--- src/rtl/multicycle_controller.sv ---
// Moore-style control FSM for a multicycle RV32I-subset datapath.
// Write enables are forced low while rst_n is held; select outputs follow the state register.
//
// state    | meaning
// ---------+--------------------------------------------------------------
// FETCH    | read instruction at PC, latch IR/OldPC, PC <= PC + 4
// DECODE   | ALUOut <= OldPC + imm (branch/jal target), dispatch on op
// MEMADR   | ALUOut <= rs1 + imm (load/store address)
// MEMREAD  | read data memory at ALUOut
// MEMWB    | rd <= memory data register
// MEMWRITE | write rs2 to data memory at ALUOut
// EXECR    | ALUOut <= rs1 op rs2
// EXECI    | ALUOut <= rs1 op imm
// ALUWB    | rd <= ALUOut
// BRANCH   | compare rs1/rs2, PC <= ALUOut when taken
// JALR     | ALUOut <= rs1 + imm, overwriting the DECODE target
// JAL      | PC <= ALUOut, ALUOut <= OldPC + 4
// LUI      | rd <= immediate
module multicycle_controller (
  input  logic       clk,
  input  logic       rst_n,
  input  logic [6:0] op,
  input  logic [2:0] func3,
  input  logic       zero,
  input  logic       neg,
  output logic       PCWrite,
  output logic       AdrSrc,
  output logic       MemWrite,
  output logic       IRWrite,
  output logic       RegWrite,
  output logic [1:0] ResultSrc,
  output logic [1:0] ALUSrcA,
  output logic [1:0] ALUSrcB,
  output logic [1:0] ALUOp,
  output logic [2:0] ImmSrc
);

  localparam logic [6:0] OP_LOAD   = 7'b0000011;
  localparam logic [6:0] OP_STORE  = 7'b0100011;
  localparam logic [6:0] OP_RTYPE  = 7'b0110011;
  localparam logic [6:0] OP_ITYPE  = 7'b0010011;
  localparam logic [6:0] OP_BRANCH = 7'b1100011;
  localparam logic [6:0] OP_JAL    = 7'b1101111;
  localparam logic [6:0] OP_JALR   = 7'b1100111;
  localparam logic [6:0] OP_LUI    = 7'b0110111;
  localparam logic [6:0] OP_AUIPC  = 7'b0010111;

  typedef enum logic [3:0] {
    S_FETCH    = 4'd0,
    S_DECODE   = 4'd1,
    S_MEMADR   = 4'd2,
    S_MEMREAD  = 4'd3,
    S_MEMWB    = 4'd4,
    S_MEMWRITE = 4'd5,
    S_EXECR    = 4'd6,
    S_EXECI    = 4'd7,
    S_ALUWB    = 4'd8,
    S_BRANCH   = 4'd9,
    S_JALR     = 4'd10,
    S_JAL      = 4'd11,
    S_LUI      = 4'd12
  } state_t;

  state_t state_q, state_d;

  logic pc_write_s, adr_src_s, mem_write_s, ir_write_s, reg_write_s;
  logic branch_taken;

  always_ff @(posedge clk or negedge rst_n) begin
    if (!rst_n) state_q <= S_FETCH;
    else        state_q <= state_d;
  end

  always_comb begin
    state_d = S_FETCH;
    case (state_q)
      S_FETCH:  state_d = S_DECODE;
      S_DECODE: begin
        case (op)
          OP_LOAD, OP_STORE: state_d = S_MEMADR;
          OP_RTYPE:          state_d = S_EXECR;
          OP_ITYPE:          state_d = S_EXECI;
          OP_BRANCH:         state_d = S_BRANCH;
          OP_JAL:            state_d = S_JAL;
          OP_JALR:           state_d = S_JALR;
          OP_LUI:            state_d = S_LUI;
          default:           state_d = S_FETCH;
        endcase
      end
      S_MEMADR:   state_d = (op == OP_LOAD) ? S_MEMREAD : S_MEMWRITE;
      S_MEMREAD:  state_d = S_MEMWB;
      S_MEMWB:    state_d = S_FETCH;
      S_MEMWRITE: state_d = S_FETCH;
      S_EXECR:    state_d = S_ALUWB;
      S_EXECI:    state_d = S_ALUWB;
      S_ALUWB:    state_d = S_FETCH;
      S_BRANCH:   state_d = S_FETCH;
      S_JALR:     state_d = S_JAL;
      S_JAL:      state_d = S_ALUWB;
      S_LUI:      state_d = S_FETCH;
      default:    state_d = S_FETCH;
    endcase
  end

  always_comb begin
    branch_taken = 1'b0;
    case (func3)
      3'b000:  branch_taken = zero;
      3'b001:  branch_taken = ~zero;
      3'b100:  branch_taken = neg;
      3'b101:  branch_taken = ~neg;
      default: branch_taken = 1'b0;
    endcase
  end

  always_comb begin
    pc_write_s  = 1'b0;
    adr_src_s   = 1'b0;
    mem_write_s = 1'b0;
    ir_write_s  = 1'b0;
    reg_write_s = 1'b0;
    ResultSrc   = 2'b00;
    ALUSrcA     = 2'b00;
    ALUSrcB     = 2'b00;
    ALUOp       = 2'b00;
    case (state_q)
      S_FETCH: begin
        ir_write_s = 1'b1;
        pc_write_s = 1'b1;
        ALUSrcB    = 2'b10;
        ResultSrc  = 2'b10;
      end
      S_DECODE: begin
        ALUSrcA = 2'b01;
        ALUSrcB = 2'b01;
      end
      S_MEMADR: begin
        ALUSrcA = 2'b10;
        ALUSrcB = 2'b01;
      end
      S_MEMREAD: adr_src_s = 1'b1;
      S_MEMWB: begin
        ResultSrc   = 2'b01;
        reg_write_s = 1'b1;
      end
      S_MEMWRITE: begin
        adr_src_s   = 1'b1;
        mem_write_s = 1'b1;
      end
      S_EXECR: begin
        ALUSrcA = 2'b10;
        ALUOp   = 2'b10;
      end
      S_EXECI: begin
        ALUSrcA = 2'b10;
        ALUSrcB = 2'b01;
        ALUOp   = 2'b11;
      end
      S_ALUWB: reg_write_s = 1'b1;
      S_BRANCH: begin
        ALUSrcA    = 2'b10;
        ALUOp      = 2'b01;
        pc_write_s = branch_taken;
      end
      S_JALR: begin
        ALUSrcA = 2'b10;
        ALUSrcB = 2'b01;
      end
      S_JAL: begin
        ALUSrcA    = 2'b01;
        ALUSrcB    = 2'b10;
        pc_write_s = 1'b1;
      end
      S_LUI: begin
        ResultSrc   = 2'b11;
        reg_write_s = 1'b1;
      end
      default: ;
    endcase
  end

  // Enables are gated by rst_n so nothing is written while reset is held.
  assign PCWrite  = pc_write_s  & rst_n;
  assign IRWrite  = ir_write_s  & rst_n;
  assign MemWrite = mem_write_s & rst_n;
  assign RegWrite = reg_write_s & rst_n;
  assign AdrSrc   = adr_src_s;

  always_comb begin
    ImmSrc = 3'b000;
    case (op)
      OP_STORE:         ImmSrc = 3'b001;
      OP_BRANCH:        ImmSrc = 3'b010;
      OP_JAL:           ImmSrc = 3'b011;
      OP_LUI, OP_AUIPC: ImmSrc = 3'b100;
      default:          ImmSrc = 3'b000;
    endcase
  end

endmodule

--- config.mk ---
export PLATFORM = sky130hd
export DESIGN_NAME = multicycle_controller
export DESIGN_NICKNAME = d
export VERILOG_FILES = /design/src/rtl/multicycle_controller.sv
export SDC_FILE = /design/constraint.sdc
export NUM_CORES = 1
export LEC_CHECK = 0
export ABC_AREA = 1
export BUFFER_PORTS_ARGS = -buffer_cell sky130_fd_sc_hd__buf_2
export CORE_AREA = 2 2 43 45
export CTS_CLUSTER_DIAMETER = 40
export CTS_CLUSTER_SIZE = 10
export DETAILED_ROUTE_END_ITERATION = 8
export DIE_AREA = 0 0 45 47
export PLACE_DENSITY_LB_ADDON = 0.1
export SLEW_MARGIN = 20
export SYNTH_ARGS = -nofsm -noshare
export SYNTH_HDL_FRONTEND = slang
export SYNTH_SLANG_ARGS = --single-unit
--- constraint.sdc ---
create_clock -name clk -period 2.8 [get_ports clk]
set_input_delay 0.28 -clock clk [delete_from_list [all_inputs] [get_ports clk]]
set_output_delay 0.28 -clock clk [all_outputs]
set_load 0.01 [all_outputs]
Word level (Yosys, flattened, before mapping)

Cells that the tools add are included.

Logic and storage cells: 56
Bits of input ports: 14
Flip-flop bits (word level): 4
Output and inout port bits: 16

Mux-type cells: 14
Bitwise gates (word level): 6
Eq/ne operators: 24
Reduce and logical (&&, ||, !) cells: 11

Operators by type and width:

| cell                 | number |
|---|---|
| $pmux W4 S7          | 1 |
| $pmux W4 S6          | 1 |
| $eq A7 B6 Y1 const B | 3 |
| $eq A7 B7 Y1 const B | 3 |
| $eq A4 B4 Y1 const B | 5 |
| $eq A4 B3 Y1 const B | 4 |
| $eq A7 B5 Y1 const B | 2 |
| $pmux W2 S3          | 2 |
| $pmux W3 S4          | 1 |
| $reduce_or A2 Y1     | 5 |
| $eq A4 B2 Y1 const B | 2 |
| $pmux W2 S2          | 2 |
| $eq A7 B2 Y1 const B | 1 |
| $eq A3 B3 Y1 const B | 2 |
| $reduce_or A3 Y1     | 2 |
| $reduce_or A5 Y1     | 1 |
| $and A1 B1 Y1        | 4 |
| $eq A4 B1 Y1 const B | 1 |
| $logic_not A4 Y1     | 1 |
| $mux W1              | 4 |
| $pmux W1 S4          | 1 |
| $reduce_or A4 Y1     | 1 |
| $eq A3 B1 Y1 const B | 1 |
| $logic_not A3 Y1     | 1 |
| other kinds (3)      | 4 |

Logic depth before layout (Yosys ltp)

Gate-level depths: netlist of run 1.

Depth after elaboration: 4
Mapped depth: 8
Gate-level depth less buffers: 8

Worst setup path before layout of run 1

Ideal clock, no wire load.

Path type: register -> output
Start: reg state_q[0]
End: out PCWrite
Path buffers: 0
Data arrival time: 0.982 ns
Path slack: 1.538 ns
Cell stages (with the launch flop): 5
Data required time: 2.520 ns
Cells stage by stage: dfrtp_1 -> or2_4 -> nor2_2 -> nor2_1 -> a21oi_2

Longest elaborated chain between the ends: 4
Elaborated cells between the ends (all ways): 6
Classes of those cells: eq/ne: 2; mux: 1; bitwise: 1; reduce/logical: 2

RTL lines:

| what                                             | RTL line | RTL |
|---|---|---|
| start, declared                                  | 64       | `state_t state_q, state_d;` |
| start signal, assigned                           | 71       | `else state_q <= state_d;` |
| $eq A4 B4 Y1 or $logic_not A4 Y1 (tied branches) | 126      | `case (state_q)` |
| $reduce_or A2 Y1 (no line)                       | n/a      |  |
| $pmux W1 S2 *                                    | 126      |  |
| $and A1 B1 Y1 *                                  | 183      | `assign PCWrite = pc_write_s & rst_n;` |
| end, declared                                    | 26       | `output logic PCWrite,` |

Mark *: on every way between the ends. The rest lies on a longest branch, timed or not.

Final worst setup path of run 1

Start: in rst_n
End: out RegWrite

Longest elaborated chain between the ends: 1

RTL lines:

| what            | RTL line | RTL |
|---|---|---|
| start, declared | 21       | `input logic rst_n,` |
| $and A1 B1 Y1   | 186      | `assign RegWrite = reg_write_s & rst_n;` |
| end, declared   | 30       | `output logic RegWrite,` |

Every way passes these cells.

==> metrics.txt, run 1 <==
CTS resizes 0; detailed-route DRC error count 0; I/O Buffers 29; Finish-stage setup viols 0; per-cell routed wire length 9.321 um; worst-path cell chain dlygate4sd3_1, buf_2, inv_1, nor3_1, buf_2; initial antenna violation count 0; #FFs+latches synth 4; H-tree levels 1; Fin. Hold Viols 0; Slew headroom 86.91%; worst vdd ir 0.2360 mV; number of I/O pins 30; critical-path maximum fanout 5; fin crit period 1.691 ns; Antenna Cells 0; max reg flops 4; Setup crit end kind primary output; CTS clock-pin slew for the worst setup and hold paths 0.04 ns; most used cell along the critical path buf_2; share of layout cells above drive strength 1 30.94%; post-place setup slack 1.395 ns; HPWL after DPL 1226 um; Setup crit start kind input port; Crit path max-delay family buffers and inverters; drt first pass iters 4; worst reg2reg path depth 6; largest net degree at the start of global routing 8; mapped cell area 546.8 sq um; Clock Skew 0.008606 ns; Achievable Freq 591.5 MHz; final worst-path cycle share 60.38%; first-pass GRT wire length 2277 um; final setup margin 1.109 ns; sequential fraction of the synthesis area 18.31%; hold bufs inserted after CTS 1; WP data required 2.52 ns; Routed WL 1454 um; Die X 45 um; total congestion overflow 0; Syn Inst Count 106; Initial DRC Count 7; syn nets 120; Die ar. 2115 sq um; Nets 155; core region area 1652 sq um; Routed Antenna Nets 0; RePlAce Congestion 0.8988; CTS tree built; Crit Path Category in2out; Clk Latency, worst-skew pair 0.24 ns; commonest non-fill, non-tap cell in the layout nand2_1; overall routing resource usage 15.18%; area grow syn2layout 36.38%; CP max-delay cell dlygate4sd3_1; Worst Path Arrival 1.41 ns; # rows 15; commonest cells after routing, fill and taps aside nand2_1, buf_2, inv_1, nor2_1, nand3_1; top flop regs state_q x4; result of the run finished clean; clock buffer depth 2; root buf cell clkbuf_4; Setup Fix Bufs, Post-CTS 0; vias in the first global route 563; Worst path max stage delay 0.52 ns; Sinks on Clock Net 4; Biggest register state_q; Worst Hold Class in2async; Synth Warn # 0; Avg Inst Size Synth 5.158 sq um; max cap viols 0; WP depth 5; RSZ-0062 raised after global routing no; DIE HEIGHT 47 um; setup_tns 0 ns; CP Buf/Inv Count 4; Leak Pwr 0.0004912 uW; Max Slew Vio Count 0; via/cell ratio 4.603; Yosys cell types 19; CTS buffer count 3; initial core utilization 33.11%; Worst Max-Slew Pin Slew 0.1945 ns; P per Cell Area 493.7 nW/um^2; Vias 718
==> final timing paths <==
path,startpoint,endpoint,slack (ns)
min in group clk,op[2],state_q[1],0.44
worst max-delay path,rst_n,RegWrite,1.11
worst max register to register,state_q[0],state_q[0],1.72
max in group asynchronous,rst_n,state_q[3],2.28
worst min-delay path,rst_n,state_q[2],0.38
worst min register to register,state_q[2],state_q[1],0.60
==> where the power goes <==
group	switching, uW	internal, uW	leakage (uW)	total (uW)
Clock	27.0	48.2	0.0000138	75.2
Combinational	127	84.0	0.000424	211
Sequential	14.7	67.7	0.0000534	82.4
==> layer usage <==
metal  vias up  GRT usage (%)  routed length (um)
li1        395              -                   -
met4         0          8.824                  19
met3         2          3.846                 117
met2        23          24.29                 635
met5         -              0                   0
met1       298          18.52                 682
==> stage by stage <==
step / area (sq um) / utilization [%] / cells / total power, uW / hold slack, ns
4_1_cts: 745.7 / 45.15 / 156 / 373.6 / 0.3782
2_1_floorplan: 546.8 / - / 106 / 218.7 / -0.01559
5_1_grt: 745.7 / 45.15 / 156 / 407.6 / 0.4058
3_3_place_gp: 713.2 / 43.18 / 152 / 292.7 / 0.09734
6_report: 745.7 / 45.15 / 156 / 368.1 / 0.3827
3_5_place_dp: 713.2 / 43.18 / 152 / 293.1 / 0.09395
==> final cells by class <==
cell class	count	area (sq um)
Tap cell	17	21.27
Multi-Input combinational cell	82	371.6
Fill cell	205	905.9
Timing Repair Buffer	30	155.1
Inverter	20	75.07
Clock buffer	3	22.52
Sequential cell	4	100.1
==> synthesized netlist by cell type (all sizes together) <==
cell type | count | area, sq um
a21oi | 2 | 13.76
dfrtp | 4 | 100.1
inv | 20 | 75.07
nand2 | 38 | 145.1
nand3 | 9 | 45.04
nor2 | 21 | 88.83
nor3 | 4 | 25.02
nor4 | 1 | 6.260
o211ai | 1 | 7.510
o21ai | 3 | 15.01
o2bb2ai | 1 | 8.760
o31ai | 1 | 7.510
or2 | 1 | 8.760
==> cells by family after synthesis <==
group           count (synthesis)  share of synthesized area (%)
compound gates                  8                          9.611
buf+inv                        20                          13.73
flops                           4                          18.31
simple gates                   74                          58.35
Note: power is estimated with default switching activity, not from simulation.
==> run 2: changes to the inputs <==
ABC_AREA = 0   (was 1)
CORE_AREA = 2 2 42 44   (was 2 2 43 45)
DIE_AREA = 0 0 44 46   (was 0 0 45 47)
clock period = 1.5 ns   (was 2.8 ns; I/O delays follow)
==> run 2 against run 1 <==
Clock power grew 76%. Sequential power grew 75%. Via count grew 3.8%. Wire length grew 24%. Die area shrank 4.3%. First-iteration DRC count grew 57%. Final area grew 32%. Critical endpoint is now ALUSrcB[0]. Clock skew shrank 0.0082 ns. Power grew to 2.6 times the previous value. Combinational power grew to 3.2 times the previous value. Core utilization grew 16 points. The run now ends with setup timing left. Non-clock buffer count grew 25.
==> metrics.txt, run 2 <==
final worst-path cycle share 100.5%; detailed-route DRC error count 0 (unchanged); most used cell along the critical path a21o_1; Clock Skew 0.0003586 ns (-0.008247 ns); initial antenna violation count 0 (unchanged); result of the run finished with violations; critical-path maximum fanout 7 (+2); Max Slew Vio Count 0 (unchanged); clock buffer depth 2 (unchanged); area grow syn2layout 93.86%; dominant synthesized flop cell dfrtp_1; Synth top area share 19.66% (-5.7 points); Routed WL 1810 um (+24%); setup_tns -0.01719 ns (-0.01719 ns); CTS tree built; overall routing resource usage 17.37% (+2.2 points); per-cell routed wire length 12.66 um (+36%); Post-synth ARST share 100.0% (unchanged); share of layout cells above drive strength 1 64.29% (+33 points); Finish-stage setup viols 3 (+3); Die X 44 um (-2.2%); Hold WS 0.2942 ns (-0.08848 ns); Avg Inst Size Synth 7.073 sq um (+37%); Setup crit end kind primary output; worst r2r src state_q[0]; via/cell ratio 5.210 (+13%); # rows 15 (unchanged); number of synthesized flops with an enable pin 0 (unchanged); CTS clock-pin slew for the worst setup and hold paths 0.04 ns (about the same); H-tree levels 1 (unchanged); cell type with the largest total area after synthesis dfrtp_1; I/O Buffers 29 (unchanged); Final Power 952.6 uW (+160%); final setup margin -0.007441 ns (-1.117 ns); Nets 142 (-8.4%); RSZ-0062 raised after global routing yes; worst-path cell chain buf_6, buf_4, a21o_1, a21o_1, buf_2; fin util 61.16% (+16 points); drt first pass iters 4 (unchanged); max cap viols 0 (unchanged); P per Cell Area 964.9 nW/um^2 (+95%); failing checks setup timing; Register Area 102.6 sq um (+2.5%); Leak Pwr 0.0005108 uW (+4.0%); CTS buffer count 3 (unchanged); Yosys cell types 35 (+16); RePlAce Congestion 0.8387 (-6.7%); Fin. Hold Viols 0 (unchanged); Sinks on Clock Net 4 (unchanged); Clk Latency, worst-skew pair 0.23 ns (about the same); CP max-delay cell dfrtp_1; Worst path max stage delay 0.39 ns (-0.13 ns); Worst Hold Class in2async; total congestion overflow 0 (unchanged); WP data required 1.35 ns (-1.17 ns); Setup crit start kind flip-flop; Slew headroom 76.30% (-11 points); #FFs+latches synth 4 (unchanged); Multi-input gate area 470.5 sq um (+27%); Die ar. 2024 sq um (-4.3%); Antenna Cells 0 (unchanged); commonest non-fill, non-tap cell in the layout buf_2; Achievable Freq 663.4 MHz; max reg flops 4 (unchanged); Worst Path Arrival 1.36 ns (-0.05 ns); top flop regs state_q x4; Crit Path Category reg2out; root buf cell clkbuf_4; number of I/O pins 30 (unchanged); Worst Max-Slew Pin Slew 0.3506 ns (+0.1561 ns); Vias 745 (+3.8%); Initial DRC Count 11 (+4); fin crit period 1.507 ns; DIE HEIGHT 46 um (-2.1%); capturing point of the worst reg2reg path state_q[2]; r2r setup slk 0.03 ns (-1.69 ns); commonest cells in the synthesized netlist nand2_1, nor2_1, clkbuf_1, dfrtp_1, nand2b_1; initial core utilization 31.55% (-1.6 points); sequential fraction of the synthesis area 19.66% (+1.3 points); first-pass GRT wire length 2642 um (+16%); Synth Warn # 0 (unchanged); worst vdd ir 0.5318 mV (+130%); Area contributors post-synth dfrtp_1, nand2_1, nor2_1; Routed Antenna Nets 0 (unchanged); Biggest register state_q; Crit path max-delay family buffers and inverters; largest net degree at the start of global routing 8 (unchanged); core region area 1614 sq um (-2.3%); syn nets 86 (-28%); vias in the first global route 645 (+15%); HPWL after DPL 1221 um (-0.46%); CP Buf/Inv Count 3 (-1); commonest cells after routing, fill and taps aside buf_2, buf_4, nor2_1; number of fill cells 151 (-26%); worst reg2reg path depth 4 (-2); mapped cell area 509.2 sq um (-6.9%); Syn Inst Count 72 (-32%)
-- run 2: worst max-delay path by stage --
stage	start	end	cells after the start
global placement	op[6]	state_q[2]	4
floorplan	op[6]	state_q[2]	3
detailed placement	op[6]	state_q[2]	4
CTS	state_q[1]	AdrSrc	5
finish	state_q[0]	ALUSrcB[0]	5
global route	state_q[1]	PCWrite	6
-- run 2: per-stage QoR --
stage,cells,area (sq um),setup slack [ns]
after floorplan,72,509.2,0.05301
after global placement,128,765.7,-0.06658
after detailed placement,128,765.7,-0.07978
after CTS,144,944.7,-0.005504
after global routing,143,987.2,-0.08991
final,143,987.2,-0.007441
-- run 2: logic make-up after synthesis --
family / share of synthesized area (%)
AND/OR/NAND/NOR: 48.16
flip-flops: 19.66
multiplexers: 1.966
XOR/XNOR: 3.440
AO/OA/AOI/OAI: 21.62
buffers and inverters: 5.159
-- run 2: area by class of cell --
type	count	share of cell area [%]
multi-input combinational	61	47.66
timing repair buffer	55	36.38
sequential	4	10.39
clock buffer	3	2.281
tap	17	2.155
inverter	3	1.141
-- run 2: per-layer routing --
metal | GRT usage (%) | part of all wire, % | up-vias
li1 | - | - | 373
met1 | 23.17 | 48 | 356
met2 | 28.82 | 48 | 16
met3 | 2.381 | 3.8 | 0
met4 | 5.455 | 0 | 0
met5 | 0 | 0 | -
-- run 2: repair_timing --
action	4_1_cts	5_1_grt
endpoints found under the hold margin	4	0
hold buffers	1	0
pin swaps	4	5
setup endpoints to repair	5	11
buffers inserted	12	0
resized for setup	17	11
-- run 2: where the power goes --
group	switching (uW)	internal, uW
Clock	42.2	89.4
Combinational	318	360
Sequential	17.5	126
Total	377	575
==> run 3: changes to the inputs <==
PLACE_DENSITY_LB_ADDON = 0.15   (was 0.1)
clock period = 1.2 ns   (was 1.5 ns; I/O delays follow)
==> run 3 against run 2 <==
The flow still finishes with violations (setup timing). Global-route usage is 5.5 points higher. Die area unchanged. Clock power is 32% higher. Combinational power grew 54%. Power rose by 47%. Highest routed layer is now met4. Setup slack worse by 0.33 ns. First-iteration DRC count up 27%. Clock-buffer cell count unchanged. Final area grew 19%. Sequential cell count did not move.
==> metrics.txt, run 3 (synthesis results as in run 2) <==
placed cells 133 (+3.9%); capturing point of the worst reg2reg path state_q[1]; Slew headroom 83.95% (+7.7 points); Clock Skew 0.001012 ns (+0.0006531 ns); count of non-filler cells in the finished layout 150 (+4.9%); RSZ-0062 raised after global routing yes; Biggest register state_q; Routed WL 2053 um (+13%); RePlAce Congestion 0.8309 (-0.93%); detailed-route DRC error count 0 (unchanged); Setup crit start kind flip-flop; setup_tns -3.882 ns (-3.865 ns); area grow syn2layout 130.2%; Achievable Freq 649.1 MHz; vias in the first global route 753 (+17%); WP data required 1.35 ns (about the same); number of I/O pins 30 (unchanged); Hold WS 0.2815 ns (-0.01270 ns); Die X 44 um (unchanged); Routed Antenna Nets 0 (unchanged); r2r setup slk -0.34 ns (-0.37 ns); fin util 72.64% (+11 points); Clk Latency, worst-skew pair 0.24 ns (about the same); DIE HEIGHT 46 um (unchanged); critical-path maximum fanout 3 (-4); max reg flops 4 (unchanged); worst reg2reg path depth 5 (+1); commonest non-fill, non-tap cell in the layout buf_2; Nets 149 (+4.9%); P per Cell Area 1193 nW/um^2 (+24%); internal power 852.9 uW (+48%); Fin. Hold Viols 0 (unchanged); first-pass GRT wire length 3318 um (+26%); Finish-stage setup viols 18 (+15); Gate power share 74.5% (+3.4 points); worst vdd ir 0.7534 mV (+42%); via/cell ratio 5.353 (+2.8%); H-tree levels 1 (unchanged); per-cell routed wire length 13.69 um (+8.1%); CTS clock-pin slew for the worst setup and hold paths 0.04 ns (about the same); top flop regs state_q x4; total congestion overflow 0 (unchanged); hold_sp op[5]; result of the run finished with violations; max cap viols 0 (unchanged); WHS Endpoint state_q[3]; Vias 803 (+7.8%); worst r2r src state_q[0]; Hold Crit Depth 4; clock share of power 12.5% (-1.3 points); core region area 1614 sq um (unchanged); CTS buffer count 3 (unchanged); root buf cell clkbuf_4; largest net degree at the start of global routing 9 (+1); # rows 15 (unchanged); initial core utilization 31.55% (unchanged); Worst Max-Slew Pin Slew 0.2400 ns (-0.1106 ns); register share of total power 13.1% (-2.0 points); Net Sw Frac 39.01% (-0.60 points); share of layout cells above drive strength 1 71.43% (+7.1 points); Setup crit end kind flip-flop; clock buffer depth 2 (unchanged); failing checks setup timing; CTS tree built; Leak Pwr 0.0005786 uW (+13%); final setup margin -0.3405 ns (-0.3331 ns); Worst Hold Class in2reg; drt first pass iters 4 (unchanged); Switch Pwr 545.6 uW (+45%); commonest cells after routing, fill and taps aside buf_2, buf_4, buf_6; Worst Path Arrival 1.69 ns (+0.33 ns); crit path launch state_q[0]; final worst-path cycle share 128.4%; Die ar. 2024 sq um (unchanged); I/O Buffers 29 (unchanged); Sinks on Clock Net 4 (unchanged); Initial DRC Count 14 (+3); Crit Path Category reg2reg; fin crit period 1.541 ns; initial antenna violation count 0 (unchanged); Antenna Cells 0 (unchanged); HPWL after DPL 1319 um (+8.1%); overall routing resource usage 22.90% (+5.5 points); Max Slew Vio Count 0 (unchanged)
==> run 3: metrics by stage <==
| step | area, sq um | total power, uW | setup slack, ns |
|---|---|---|---|
| after floorplan | 580.6 | 600.5 | -0.2055 |
| after global placement | 849.6 | 896.9 | -0.3234 |
| after detailed placement | 849.6 | 902.3 | -0.3585 |
| after CTS | 1057 | 1305 | -0.2961 |
| after global routing | 1172 | 1505 | -0.4198 |
| final | 1172 | 1399 | -0.3405 |
==> run 3: worst max path at each step <==
stage / to / slack [ns] / cells past startpoint
5_1_grt: PCWrite / -0.42 / 6
2_1_floorplan: state_q[2] / -0.21 / 3
3_3_place_gp: state_q[2] / -0.32 / 4
6_report: state_q[1] / -0.34 / 5
4_1_cts: state_q[1] / -0.30 / 5
3_5_place_dp: state_q[2] / -0.36 / 4
==> run 3: area by class of cell <==
class / instances / area (sq um)
clock buffer: 3 / 22.52
inverter: 3 / 11.26
fill: 132 / 441.7
tap: 17 / 21.27
sequential: 4 / 102.6
timing repair buffer: 62 / 481.7
multi-input combinational: 61 / 533.0
==> run 3: critical path, cell delays in order (launching register included) <==
cell and delay (ns):
dfrtp_1 0.40, buf_4 0.17, nand2b_4 0.14, o32a_1 0.27, or3_2 0.40, o221ai_1 0.08
==> run 3: repair_timing <==
item                                   CTS  global route
cloned                                   0             0
setup buffers                            9             5
setup endpoints to repair               19            20
endpoints found under the hold margin    4             0
pin swaps                               12            10
hold buffers                             1             0
resized for setup                       26            17
==> run 3: layer usage <==
layer	GRT usage, %	share of wire, %	up-vias
li1	-	-	391
met1	24.88	40	378
met2	41.18	55	32
met3	5.159	4.8	2
met4	12.12	0.34	0
met5	0	0	-
==> run 3: power by group through the flow <==
stage	logic, uW	registers [uW]	clock network, uW
finish	1040	183	174
floorplan	426	175	0
detailed placement	717	185	0
CTS	949	177	179
global placement	711	186	0
global route	1120	188	193
